`config.mk`:
```
export PLATFORM = sky130hd
export DESIGN_NAME = nand_bus_seq
export DESIGN_NICKNAME = d
export VERILOG_FILES = /design/src/rtl/nand_bus_seq.sv
export SDC_FILE = /design/constraint.sdc
export NUM_CORES = 1
export LEC_CHECK = 0
export CAP_MARGIN = 20
export CORE_ASPECT_RATIO = 1.75
export CORE_UTILIZATION = 52
export CTS_BUF_LIST = sky130_fd_sc_hd__clkbuf_4 sky130_fd_sc_hd__clkbuf_8
export DETAILED_ROUTE_END_ITERATION = 8
export PLACE_DENSITY = 0.83
export SETUP_SLACK_MARGIN = 0.3
export SLEW_MARGIN = 30
export SYNTH_ARGS = -nofsm -noshare
export SYNTH_HDL_FRONTEND = slang
export SYNTH_SLANG_ARGS = --single-unit
```
`constraint.sdc`:
```
create_clock -name clk -period 3.85 [get_ports clk]
set_input_delay 0.77 -clock clk [delete_from_list [all_inputs] [get_ports clk]]
set_output_delay 0.77 -clock clk [all_outputs]
set_load 0.1 [all_outputs]
```
`src/rtl/nand_bus_seq.sv`:
```
// NAND flash bus sequencer: turns one READ/PROG/ERASE/ID request into CE/CLE/ALE/WE/RE
// strobe sequences with parameterised cycle timing, busy wait and status read-back.
module nand_bus_seq #(
  parameter int T_WP  = 2,
  parameter int T_WH  = 1,
  parameter int T_RP  = 2,
  parameter int T_REH = 1,
  parameter int T_WB  = 4,
  parameter int T_TMO = 2**20-1
) (
  input  logic        clk,
  input  logic        rst,
  input  logic        req_valid,
  output logic        req_ready,
  input  logic [1:0]  req_op,
  input  logic [23:0] req_addr,
  input  logic [9:0]  req_len,
  input  logic [7:0]  wr_data,
  input  logic        wr_valid,
  output logic        wr_ready,
  output logic [7:0]  rd_data,
  output logic        rd_valid,
  output logic        done,
  output logic        err,
  output logic [7:0]  status,
  output logic        ceb,
  output logic        cle,
  output logic        ale,
  output logic        web,
  output logic        reb,
  output logic [7:0]  io_out,
  output logic        io_oe,
  input  logic [7:0]  io_in,
  input  logic        rbb
);
  typedef enum logic [3:0] {S_IDLE, S_CMD1, S_ADDR, S_WDATA, S_CMD2, S_WAITB,
                            S_RDATA, S_STCMD, S_STRD, S_DONE} state_t;
  localparam logic [1:0] OP_READ = 2'd0, OP_PROG = 2'd1, OP_ERASE = 2'd2, OP_ID = 2'd3;
  localparam logic [7:0] WLOW  = 8'(T_WP-1);
  localparam logic [7:0] WLAST = 8'(T_WP+T_WH-1);
  localparam logic [7:0] RLOW  = 8'(T_RP-1);
  localparam logic [7:0] RLAST = 8'(T_RP+T_REH-1);
  localparam int TW = $clog2(T_TMO+1);
  localparam logic [TW-1:0] TWB  = TW'(T_WB);
  localparam logic [TW-1:0] TMO1 = TW'(T_TMO-1);

  state_t        r_state;
  logic [1:0]    r_op, r_idx;
  logic [23:0]   r_addr;
  logic [9:0]    r_len, r_bcnt;
  logic [7:0]    r_cyc, r_io_out, r_rd_data, r_status;
  logic [TW-1:0] r_tmo;
  logic r_ceb, r_cle, r_ale, r_web, r_reb, r_io_oe, r_rd_valid, r_wr_ready, r_done, r_err;
  logic w_wr_st, w_rd_st, w_wend, w_rend;
  logic [1:0] w_alast;

  assign w_wr_st = r_state inside {S_CMD1, S_ADDR, S_WDATA, S_CMD2, S_STCMD};
  assign w_rd_st = r_state inside {S_RDATA, S_STRD};
  assign w_wend  = (r_cyc == WLAST);
  assign w_rend  = (r_cyc == RLAST);
  assign w_alast = (r_op == OP_ERASE) ? 2'd1 : (r_op == OP_ID) ? 2'd0 : 2'd2;

  function automatic logic [7:0] cmd1_byte(input logic [1:0] op);
    case (op)
      OP_READ:  return 8'h00;
      OP_PROG:  return 8'h80;
      OP_ERASE: return 8'h60;
      default:  return 8'h90;
    endcase
  endfunction

  // ERASE sends row bytes only; ID sends a single 00h
  function automatic logic [7:0] addr_byte(input logic [1:0] op, input logic [23:0] a,
                                           input logic [1:0] idx);
    if (op == OP_ID) return 8'h00;
    if (op == OP_ERASE) return (idx == 2'd0) ? a[15:8] : a[23:16];
    case (idx)
      2'd0:    return a[7:0];
      2'd1:    return a[15:8];
      default: return a[23:16];
    endcase
  endfunction

  always_ff @(posedge clk or posedge rst) begin
    if (rst) begin
      r_state <= S_IDLE; r_op <= '0; r_idx <= '0; r_addr <= '0; r_len <= '0; r_bcnt <= '0;
      r_cyc <= '0; r_tmo <= '0; r_io_out <= '0; r_rd_data <= '0; r_status <= '0;
      r_ceb <= 1'b1; r_cle <= 1'b0; r_ale <= 1'b0; r_web <= 1'b1; r_reb <= 1'b1;
      r_io_oe <= 1'b0; r_rd_valid <= 1'b0; r_wr_ready <= 1'b0; r_done <= 1'b0; r_err <= 1'b0;
    end else begin
      r_rd_valid <= 1'b0;
      r_wr_ready <= 1'b0;
      // strobe pacing inside a bus cycle; state arms below restart r_cyc at cycle end
      if (w_wr_st && !w_wend) begin
        r_cyc <= r_cyc + 8'd1;
        if (r_cyc == WLOW) r_web <= 1'b1;
      end
      if (w_rd_st && !w_rend) begin
        r_cyc <= r_cyc + 8'd1;
        if (r_cyc == RLOW) r_reb <= 1'b1;
      end
      case (r_state)
        S_IDLE: if (req_valid) begin
          r_op <= req_op; r_addr <= req_addr; r_len <= req_len;
          if (req_len == 10'd0 && (req_op == OP_READ || req_op == OP_PROG)) begin
            r_state <= S_DONE; r_done <= 1'b1; r_err <= 1'b1;
          end else begin
            r_state <= S_CMD1; r_ceb <= 1'b0; r_cle <= 1'b1; r_io_oe <= 1'b1;
            r_io_out <= cmd1_byte(req_op); r_web <= 1'b0; r_cyc <= '0;
          end
        end
        S_CMD1: if (w_wend) begin
          r_state <= S_ADDR; r_cle <= 1'b0; r_ale <= 1'b1; r_idx <= 2'd0;
          r_io_out <= addr_byte(r_op, r_addr, 2'd0); r_web <= 1'b0; r_cyc <= '0;
        end
        S_ADDR: if (w_wend) begin
          if (r_idx != w_alast) begin
            r_idx <= r_idx + 2'd1; r_io_out <= addr_byte(r_op, r_addr, r_idx + 2'd1);
            r_web <= 1'b0; r_cyc <= '0;
          end else begin
            r_ale <= 1'b0;
            case (r_op)
              OP_READ:  begin r_state <= S_WAITB; r_io_oe <= 1'b0; r_tmo <= '0; end
              OP_PROG:  begin r_state <= S_WDATA; r_bcnt <= r_len; end
              OP_ERASE: begin
                r_state <= S_CMD2; r_cle <= 1'b1; r_io_out <= 8'hD0; r_web <= 1'b0; r_cyc <= '0;
              end
              default:  begin
                r_state <= S_RDATA; r_io_oe <= 1'b0; r_bcnt <= 10'd2; r_reb <= 1'b0; r_cyc <= '0;
              end
            endcase
          end
        end
        // r_cyc parks at WLAST with web high while waiting for the next byte
        S_WDATA: if (w_wend) begin
          if (r_bcnt == 10'd0) begin
            r_state <= S_CMD2; r_cle <= 1'b1; r_io_out <= 8'h10; r_web <= 1'b0; r_cyc <= '0;
          end else if (wr_valid) begin
            r_io_out <= wr_data; r_web <= 1'b0; r_cyc <= '0; r_wr_ready <= 1'b1;
            r_bcnt <= r_bcnt - 10'd1;
          end
        end
        S_CMD2: if (w_wend) begin
          r_state <= S_WAITB; r_cle <= 1'b0; r_io_oe <= 1'b0; r_tmo <= '0;
        end
        S_WAITB: begin
          if (r_tmo >= TWB && rbb) begin
            if (r_op == OP_READ) begin
              r_state <= S_RDATA; r_bcnt <= r_len; r_reb <= 1'b0; r_cyc <= '0;
            end else begin
              r_state <= S_STCMD; r_cle <= 1'b1; r_io_oe <= 1'b1; r_io_out <= 8'h70;
              r_web <= 1'b0; r_cyc <= '0;
            end
          end else if (r_tmo == TMO1) begin
            r_state <= S_DONE; r_ceb <= 1'b1; r_done <= 1'b1; r_err <= 1'b1;
          end else begin
            r_tmo <= r_tmo + 1'b1;
          end
        end
        S_RDATA: begin
          if (r_cyc == RLOW) begin
            r_rd_data <= io_in; r_rd_valid <= 1'b1; r_bcnt <= r_bcnt - 10'd1;
          end
          if (w_rend) begin
            if (r_bcnt == 10'd0) begin
              r_state <= S_DONE; r_ceb <= 1'b1; r_done <= 1'b1; r_err <= 1'b0;
            end else begin
              r_reb <= 1'b0; r_cyc <= '0;
            end
          end
        end
        S_STCMD: if (w_wend) begin
          r_state <= S_STRD; r_cle <= 1'b0; r_io_oe <= 1'b0; r_reb <= 1'b0; r_cyc <= '0;
        end
        S_STRD: begin
          if (r_cyc == RLOW) r_status <= io_in;
          if (w_rend) begin
            r_state <= S_DONE; r_ceb <= 1'b1; r_done <= 1'b1; r_err <= r_status[0];
          end
        end
        default: begin
          r_state <= S_IDLE; r_done <= 1'b0; r_err <= 1'b0;
        end
      endcase
    end
  end

  assign req_ready = (r_state == S_IDLE);
  assign wr_ready  = r_wr_ready;
  assign rd_data   = r_rd_data;
  assign rd_valid  = r_rd_valid;
  assign done      = r_done;
  assign err       = r_err;
  assign status    = r_status;
  assign ceb       = r_ceb;
  assign cle       = r_cle;
  assign ale       = r_ale;
  assign web       = r_web;
  assign reb       = r_reb;
  assign io_out    = r_io_out;
  assign io_oe     = r_io_oe;
endmodule

```
**Word level (Yosys, flattened, before mapping)**

Cells that the tools add are included.

- Register bits: 114
- Bits in latches: 0
- RAM bits: 0
- Memory bits (read-only): 0
- Input bits: 57
- Logic and storage cells: 272
- Memories kept: 0

- Add/subtract/negate cells: 4
- $mul: 0
- Div/mod/pow operators: 0
- Order comparisons: 1
- Equal/unequal tests: 50
- Shifts and indexed selects: 0
- Muxes and demuxes: 153
- Bitwise logic cells: 1
- Reduce and logical (&&, ||, !) cells: 42

Operator list:

| cell | count |
|---|---|
| $mux W8 | 33 |
| $mux W20 | 6 |
| $mux W10 | 8 |
| $mux W1 | 69 |
| $pmux W20 S3 | 1 |
| $mux W4 | 14 |
| $pmux W8 S6 | 1 |
| $ne A2 B2 Y1 const B | 20 |
| $pmux W10 S4 | 1 |
| $pmux W8 S5 | 1 |
| $pmux W4 S9 | 1 |
| $pmux W8 S3 | 1 |
| $add A20 B1 Y20 const B | 1 |
| $eq A20 B20 Y1 const B | 1 |
| $ge A20 B3 Y1 const B | 1 |
| $logic_not A10 Y1 | 2 |
| $pmux W1 S5 | 4 |
| $pmux W10 S2 | 1 |
| $reduce_and A10 Y1 | 2 |
| $ne A2 B1 Y1 const B | 9 |
| $eq A4 B3 Y1 const B | 4 |
| $pmux W8 S2 | 1 |
| $reduce_and A8 Y1 | 2 |
| $reduce_bool A5 Y1 | 3 |
| 37 further kinds | 64 |

**Depth between registers and ports, before layout**

Gate-level depths: netlist of the first run.

- Word-level depth: 16
- Depth in mapped cells: 10
- Mapped depth without buffers: 8

**Least setup slack after synthesis of the first run**

Ideal clock, no wire load.

- Path type: reg-to-reg
- Start point: register r_state[3]
- End point: register r_addr[0]
- Library setup time: 125 ps
- Arrival time: 2501 ps
- Required time: 3725 ps
- Path slack: 1224 ps
- Cell stages (with the launch flop): 8
- Buffers on the path: 2
- Period minus slack after synthesis: 2626 ps
- Cells stage by stage: dfrtp_1 > clkbuf_1 > nor2_1 > nand2_1 > inv_1 > nand2_1 > clkbuf_1 > mux2_2

- Longest elaborated chain between the ends: 2

RTL lines:

| item | RTL line | RTL |
|---|---|---|
| start, declared | 47 | `state_t r_state;` |
| start signal, assigned | 86 | `r_state <= S_IDLE; r_op <= '0; r_idx <= '0; r_addr <= '0; r_len <= '0; r_bcnt <= '0;` |
| start signal, assigned | 106 | `r_state <= S_DONE; r_done <= 1'b1; r_err <= 1'b1;` |
| start signal, assigned | 108 | `r_state <= S_CMD1; r_ceb <= 1'b0; r_cle <= 1'b1; r_io_oe <= 1'b1;` |
| $logic_not A4 Y1 | - |  |
| net req_ready | 14 | `output logic req_ready,` |
| $reduce_and A2 Y1 (no line) | - |  |
| end signal, assigned | 104 | `r_op <= req_op; r_addr <= req_addr; r_len <= req_len;` |
| end, declared | 49 | `logic [23:0] r_addr;` |

The timed path passes the listed nets, and every way through them passes these cells.
A chain may end at the register's enable or synchronous reset.

**Worst setup path after layout of the first run**

- Start point: register r_state[0]
- End point: register r_tmo[17]

- Longest elaborated chain between the ends: 3

RTL lines:

| item | RTL line | RTL |
|---|---|---|
| $eq A4 B3 Y1 or $eq A4 B2 Y1 (tied branches) | 102 | `case (r_state)` |
| $ne A2 B2 Y1 (no line) (tied with other cells) | - |  |
| $reduce_and A7 Y1 (no line) | - |  |
| end signal, assigned | 157 | `r_tmo <= r_tmo + 1'b1;` |
| end, declared | 52 | `logic [TW-1:0] r_tmo;` |

Parallel ways exist; a longest one is shown, timed or not.

==> impl_results.md, run 1 <==
- Synth cell types: 80
- Top post-synthesis cells by area: dfrtp_1 42%, mux2_2 9.9%, nand2_1 4.0%
- TritonCTS clock tree: yes
- Antenna violations before repair: 0
- Worst setup EP type: flip-flop
- Synth top cells by count: 111 x dfrtp_1, 70 x nand2_1, 59 x nor2_1
- Logic pwr share: 58.4%
- CP max FO: 18
- Final Hold Viols: 0
- Initial core utilization: 53.3%
- Vias in the first global route: 6143
- Largest net degree at the start of global routing: 47
- Iteration-0 DRC Markers: 451
- Post-CTS resize count: 0
- Sequential fraction of the synthesis area: 43.1%
- Hold_buf cts: 0
- Core area: 12400 sq um
- Clock net sink count: 114
- Pleak: 3.32 nW
- Antenna-violating nets left: 0
- Dpl hpwl: 13.3 mm
- CP max stage delay: 0.64 ns
- Die H: 151 um
- Post-synthesis register bit count: 114
- Worst-path cell chain: buf_4 > or4b_1 > a211oi_4 > a211oi_2 > and2_1 > or4_1 > nand2_1
- Sequential power share: 27.0%
- Pint: 3.77 mW
- Fin area: 8090 sq um
- Mean post-synth cell area: 9.61 sq um
- Post-CTS Setup Inserts: 0
- Post-synth EDFFs: 0
- Clock-pin slew on the worst setup and hold paths: 0.09 ns
- Vias per std cell: 6.22
- Slew Viols, Final: 0
- Synth area leader: dfrtp_1
- Crit path DAT: 3.50 ns
- Grt total ovfl: 0
- Antenna cells: 0
- Gr usage total: 29.3%
- # setup viols final: 0
- Slowest CP cell: or4b_1
- Status: finished, final reports clean
- Routed Wire Length: 18.4 mm
- Total die area: 13200 sq um
- Share of cells above drive strength 1: 16.5%
- CP Buf/Inv Count: 1
- Final period util: 80.4%
- TritonRoute pass-1 iters: 5
- Top flip-flop cell by instance count after synthesis: dfrtp_1
- Crit path max-delay family: simple AND/OR/NAND/NOR gates
- Num ports: 92
- Pwr dens: 981 nW/um^2
- Flop-to-flop setup slack: 0.76 ns
- Clock power share: 14.6%
- Startpoint types: flip-flop
- H-Tree Level Count: 4
- Maximum vdd ir drop: 0.000734 V
- Syn nets: 760
- Count leader, synth: dfrtp_1
- Port buffer count: 91
- Post-Synthesis Cell Area: 6620 sq um
- Skew-Pair Late Insertion Delay: 0.47 ns
- Clock Tree Buf Depth: 2
- F_max: 323 MHz
- Die width: 87.3 um
- Clock Skew: 0.0125 ns
- Switching Fraction: 52.5%
- Total CTS buffers: 17
- Max-cap violations: 0
- Top-area cell type share of the netlist area: 42.0%
- Type of the worst setup path: reg2reg
- Hold crit path type: reg2reg
- Tightest Pin Transition: 0.999 ns
- Via Count: 5950
- DRC: 0
- Mapped Cells: 689
- GP Congestion: 0.989
- YS warnings: 0
- Clock Root Buffer: clkbuf_8
- Fin Setup TNS: 0 ns
- # rows: 54
- P&R area growth vs syn: 22.2%
- First-pass GRT wire length: 29.7 mm
- Routed wire length per instance: 19.2 um
- Layout Nets: 846
- Worst path required time: 4.25 ns
- Placed Instance Area: 7680 sq um
- Ys async rst share: 100%
- Max transition margin: 33.2%
- RSZ-0062 raised after global routing: false
- Minimum clock period: 3.09 ns
- Switch Pwr: 4.17 mW
-- path summary, 6_finish.rpt --
check	startpoint	endpoint	depth (start not counted)
max in group asynchronous	rst	ceb	3
max reg2reg	r_state[0]	r_tmo[17]	7
max	r_state[0]	r_tmo[17]	7
min reg2reg	rd_data[1]	rd_data[1]	2
min	rd_data[1]	rd_data[1]	2
min in group asynchronous	rst	r_bcnt[0]	2
-- layout make-up --
class	instances	area, sq um
multi-input combinational	515	3520
clock buffer	17	234
timing repair buffer	104	1020
tap	168	210
inverter	23	90.1
clock inverter	15	163
fill	1020	4340
sequential	114	2860
-- cells by family after synthesis --
kind of cell             share of synthesized area, %
multiplexers                                     10.9
XOR/XNOR                                         1.32
flip-flops                                       43.1
AND/OR/NAND/NOR                                  19.4
buffers and inverters                            3.85
AO/OA/AOI/OAI                                    18.6
adder cells (fa/ha/maj)                          2.80
-- worst min-delay path, cell delays in order (launching register included) --
cell and delay [ns]:
dfrtp_1 0.36, nand2_1 0.05, nand2_1 0.05
-- placed cells by master (no fill, tap or decap), types with 17 or more instances in the layout --
| cell | instances |
|---|---|
| dfrtp_1 | 111 |
| nand3_1 | 18 |
| clkdlybuf4s50_1 | 90 |
| nand2_1 | 70 |
| a21oi_1 | 42 |
| inv_1 | 21 |
| mux2_2 | 58 |
| clkbuf_8 | 17 |
| o21ai_0 | 49 |
| nor2_1 | 59 |
-- flip-flops by register name (all words and copies together), names as in the netlist --
register,flops
status,8
ale,1
r_addr,24
err,1
reb,1
r_state,4
r_idx,2
done,1
rd_valid,1
r_len,10
rd_data,8
cle,1
web,1
ceb,1
r_cyc,8
io_out,8
wr_ready,1
r_tmo,20
r_op,2
io_oe,1
r_bcnt,10
-- metrics by stage --
step / hold WS [ns] / total power, mW / cells / util, % / setup WS [ns]
final: 0.489 / 7.94 / 956 / 65.1 / 0.756
after global routing: 0.517 / 8.36 / 956 / 65.1 / 0.622
after CTS: 0.494 / 7.86 / 955 / 64.9 / 0.769
after detailed placement: 0.471 / 6.68 / 923 / 61.8 / 0.601
after global placement: 0.461 / 6.54 / 923 / 61.8 / 0.770
after floorplan: 0.478 / 5.57 / 689 / - / 1.22
-- layer usage --
metal  track usage (%)  wire length (um)  vias up
met2              52.3              9760      239
met1              30.6              6640     2908
li1                  -                 -     2725
met4              20.1              1060        0
met5                 0                 0        -
met3              5.50               927       78
-- power by group through the flow --
stage               clock, mW  combinational (mW)  sequential, mW
floorplan                   0                2.42            3.15
global placement            0                4.42            2.12
detailed placement          0                4.53            2.15
CTS                      1.16                4.57            2.13
global route             1.22                4.95            2.20
finish                   1.16                4.64            2.14
Power figures use the tool's default switching activity.
==> run 2, diff against run 1 <==
Settings changed: PLACE_DENSITY 0.83 to 0.8.
Clock period 3.85 ns to 2.9 ns, I/O delays scaled along.
==> impl_results.md, run 2 (synthesized netlist as in run 1, its figures left out) <==
- Status: finished, final reports clean (unchanged)
- Gr usage total: 30.4% (was 29.3%)
- TritonRoute pass-1 iters: 5 (unchanged)
- Minimum clock period: 2.56 ns (was 3.09 ns)
- Num ports: 92 (unchanged)
- Grt total ovfl: 0 (unchanged)
- R2R Path Start: r_state[3] (was r_state[0])
- Pleak: 3.54 nW (was 3.32 nW)
- Die H: 151 um (unchanged)
- TritonCTS clock tree: yes (unchanged)
- Via Count: 6100 (was 5950)
- Initial core utilization: 53.3% (unchanged)
- Slew Viols, Final: 0 (unchanged)
- Total die area: 13200 sq um (unchanged)
- Largest register FFs: 24 (unchanged)
- Place WS: 0.0993 ns (was 0.601 ns)
- # setup viols final: 0 (unchanged)
- Vias per std cell: 6.14 (was 6.22)
- R2r endpoint: r_bcnt[3] (was r_tmo[17])
- GP Congestion: 0.948 (was 0.989)
- Pwr dens: 1320 nW/um^2 (was 981 nW/um^2)
- Layout Nets: 884 (was 846)
- Fin Setup TNS: 0 ns (unchanged)
- Startpoint types: flip-flop (unchanged)
- Crit path DAT: 2.87 ns (was 3.50 ns)
- Clock net sink count: 114 (unchanged)
- Clock Tree Buf Depth: 2 (unchanged)
- Clock Skew: 0.0183 ns (was 0.0125 ns)
- Max transition margin: 56.1% (was 33.2%)
- R2R depth: 7 (unchanged)
- Flop-to-flop setup slack: 0.34 ns (was 0.76 ns)
- Skew-Pair Late Insertion Delay: 0.45 ns (was 0.47 ns)
- Routed Wire Length: 19.3 mm (was 18.4 mm)
- Maximum vdd ir drop: 0.00105 V (was 0.000734 V)
- Core area: 12400 sq um (unchanged)
- Largest net degree at the start of global routing: 53 (was 47)
- First-pass GRT wire length: 30.4 mm (was 29.7 mm)
- Share of cells above drive strength 1: 27.2% (was 16.5%)
- Hold Path Origin: rd_data[5] (was rd_data[1])
- Iteration-0 DRC Markers: 403 (was 451)
- # rows: 54 (unchanged)
- Final period util: 88.3% (was 80.4%)
- Antenna-violating nets left: 0 (unchanged)
- RSZ-0062 raised after global routing: true (was false)
- Worst-case hold path end point: rd_data[5] (was rd_data[1])
- Total CTS buffers: 17 (unchanged)
- Antenna cells: 0 (unchanged)
- DRC: 0 (unchanged)
- Port buffer count: 91 (unchanged)
- Biggest register: r_addr (unchanged)
- Clock-pin slew on the worst setup and hold paths: 0.08 ns (was 0.09 ns)
- Worst setup margin: 0.338 ns (was 0.756 ns)
- Biggest regs: r_addr (24), r_tmo (20) (unchanged)
- H-Tree Level Count: 4 (unchanged)
- Dpl hpwl: 14.3 mm (was 13.3 mm)
- P&R area growth vs syn: 27.7% (was 22.2%)
- Max-cap violations: 0 (unchanged)
- Routed wire length per instance: 19.5 um (was 19.2 um)
- Hold crit path type: reg2reg (unchanged)
- Commonest non-fill, non-tap cells in the layout: 106 x dfrtp_1, 78 x buf_4, 69 x nand2_1 (was 111 x dfrtp_1, 90 x clkdlybuf4s50_1, 70 x nand2_1)
- Die width: 87.3 um (unchanged)
- Tightest Pin Transition: 0.659 ns (was 0.999 ns)
- F_max: 390 MHz (was 323 MHz)
- Worst path required time: 3.21 ns (was 4.25 ns)
- Worst setup EP type: flip-flop (unchanged)
- Final Hold Viols: 0 (unchanged)
- Commonest non-fill, non-tap cell in the layout: dfrtp_1 (unchanged)
- CP max FO: 13 (was 18)
- Hold Path Stages: 2 (unchanged)
- Clock Root Buffer: clkbuf_8 (unchanged)
- Vias in the first global route: 6103 (was 6143)
- Antenna violations before repair: 0 (unchanged)
- Type of the worst setup path: reg2reg (unchanged)
[run 2: cell count changes in the layout (fill, tap and decap cells not counted), sizes merged]
cell           before  now
clkdlybuf4s50      90   56
clkinv              3    5
bufinv              1    2
inv                31   26
buf                14   86
clkinvlp            3    5
[run 2: layer usage]
layer / vias to the layer above / part of all wire (%) / global-route usage [%]
li1: 2795 / - / -
met1: 3003 / 36 / 31.8
met2: 223 / 55 / 54.8
met3: 79 / 3.8 / 6.32
met4: 0 / 6.1 / 18.3
met5: - / 0 / 0
[run 2: final cells by class]
cell class	count	area [sq um]
Clock buffer	17	234
Clock inverter	15	171
Fill cell	1004	3970
Inverter	23	93.8
Multi-Input combinational cell	515	3630
Sequential cell	114	2860
Tap cell	168	210
Timing Repair Buffer	142	1250
[run 2: worst max path at each step]
stage               startpoint        end
floorplan           r_state[3]  r_addr[0]
global placement      wr_valid  r_bcnt[9]
detailed placement    wr_valid  r_bcnt[3]
CTS                 r_state[2]  req_ready
global route          r_tmo[4]        err
finish              r_state[3]  r_bcnt[3]
[run 2: critical path, stage by stage (launching register included)]
cell and delay, ns:
dfrtp_2 0.52, buf_4 0.26, and4bb_2 0.29, a2111o_1 0.36, or4b_4 0.54, buf_6 0.16, o21ai_0 0.17, o21ai_0 0.12
[run 2: power by group]
group	switching [mW]	leakage [nW]	internal, mW	total, mW
logic	4.36	1.95	2.44	6.80
registers	0.594	1.39	2.24	2.83
clock network	0.761	0.197	0.786	1.55
total	5.72	3.54	5.46	11.2
[run 2: metrics by stage]
stage | total power, mW | hold slack (ns) | cell area, sq um | util, % | std cells
4_1_cts | 10.9 | 0.482 | 8330 | 67.0 | 986
5_1_grt | 11.8 | 0.504 | 8460 | 68.0 | 994
6_report | 11.2 | 0.480 | 8460 | 68.0 | 994
3_3_place_gp | 8.98 | 0.464 | 7830 | 63.0 | 950
3_5_place_dp | 9.16 | 0.463 | 7830 | 63.0 | 950
2_1_floorplan | 7.41 | 0.478 | 6630 | - | 689
[run 2: what timing repair did]
action / in CTS / in global routing
setup endpoints to repair: 36 / 42
hold buffers: 0 / 0
cloned: 0 / 2
endpoints found under the hold margin: 0 / 0
setup buffers: 4 / 6
resized for setup: 14 / 25
pin swaps: 3 / 9
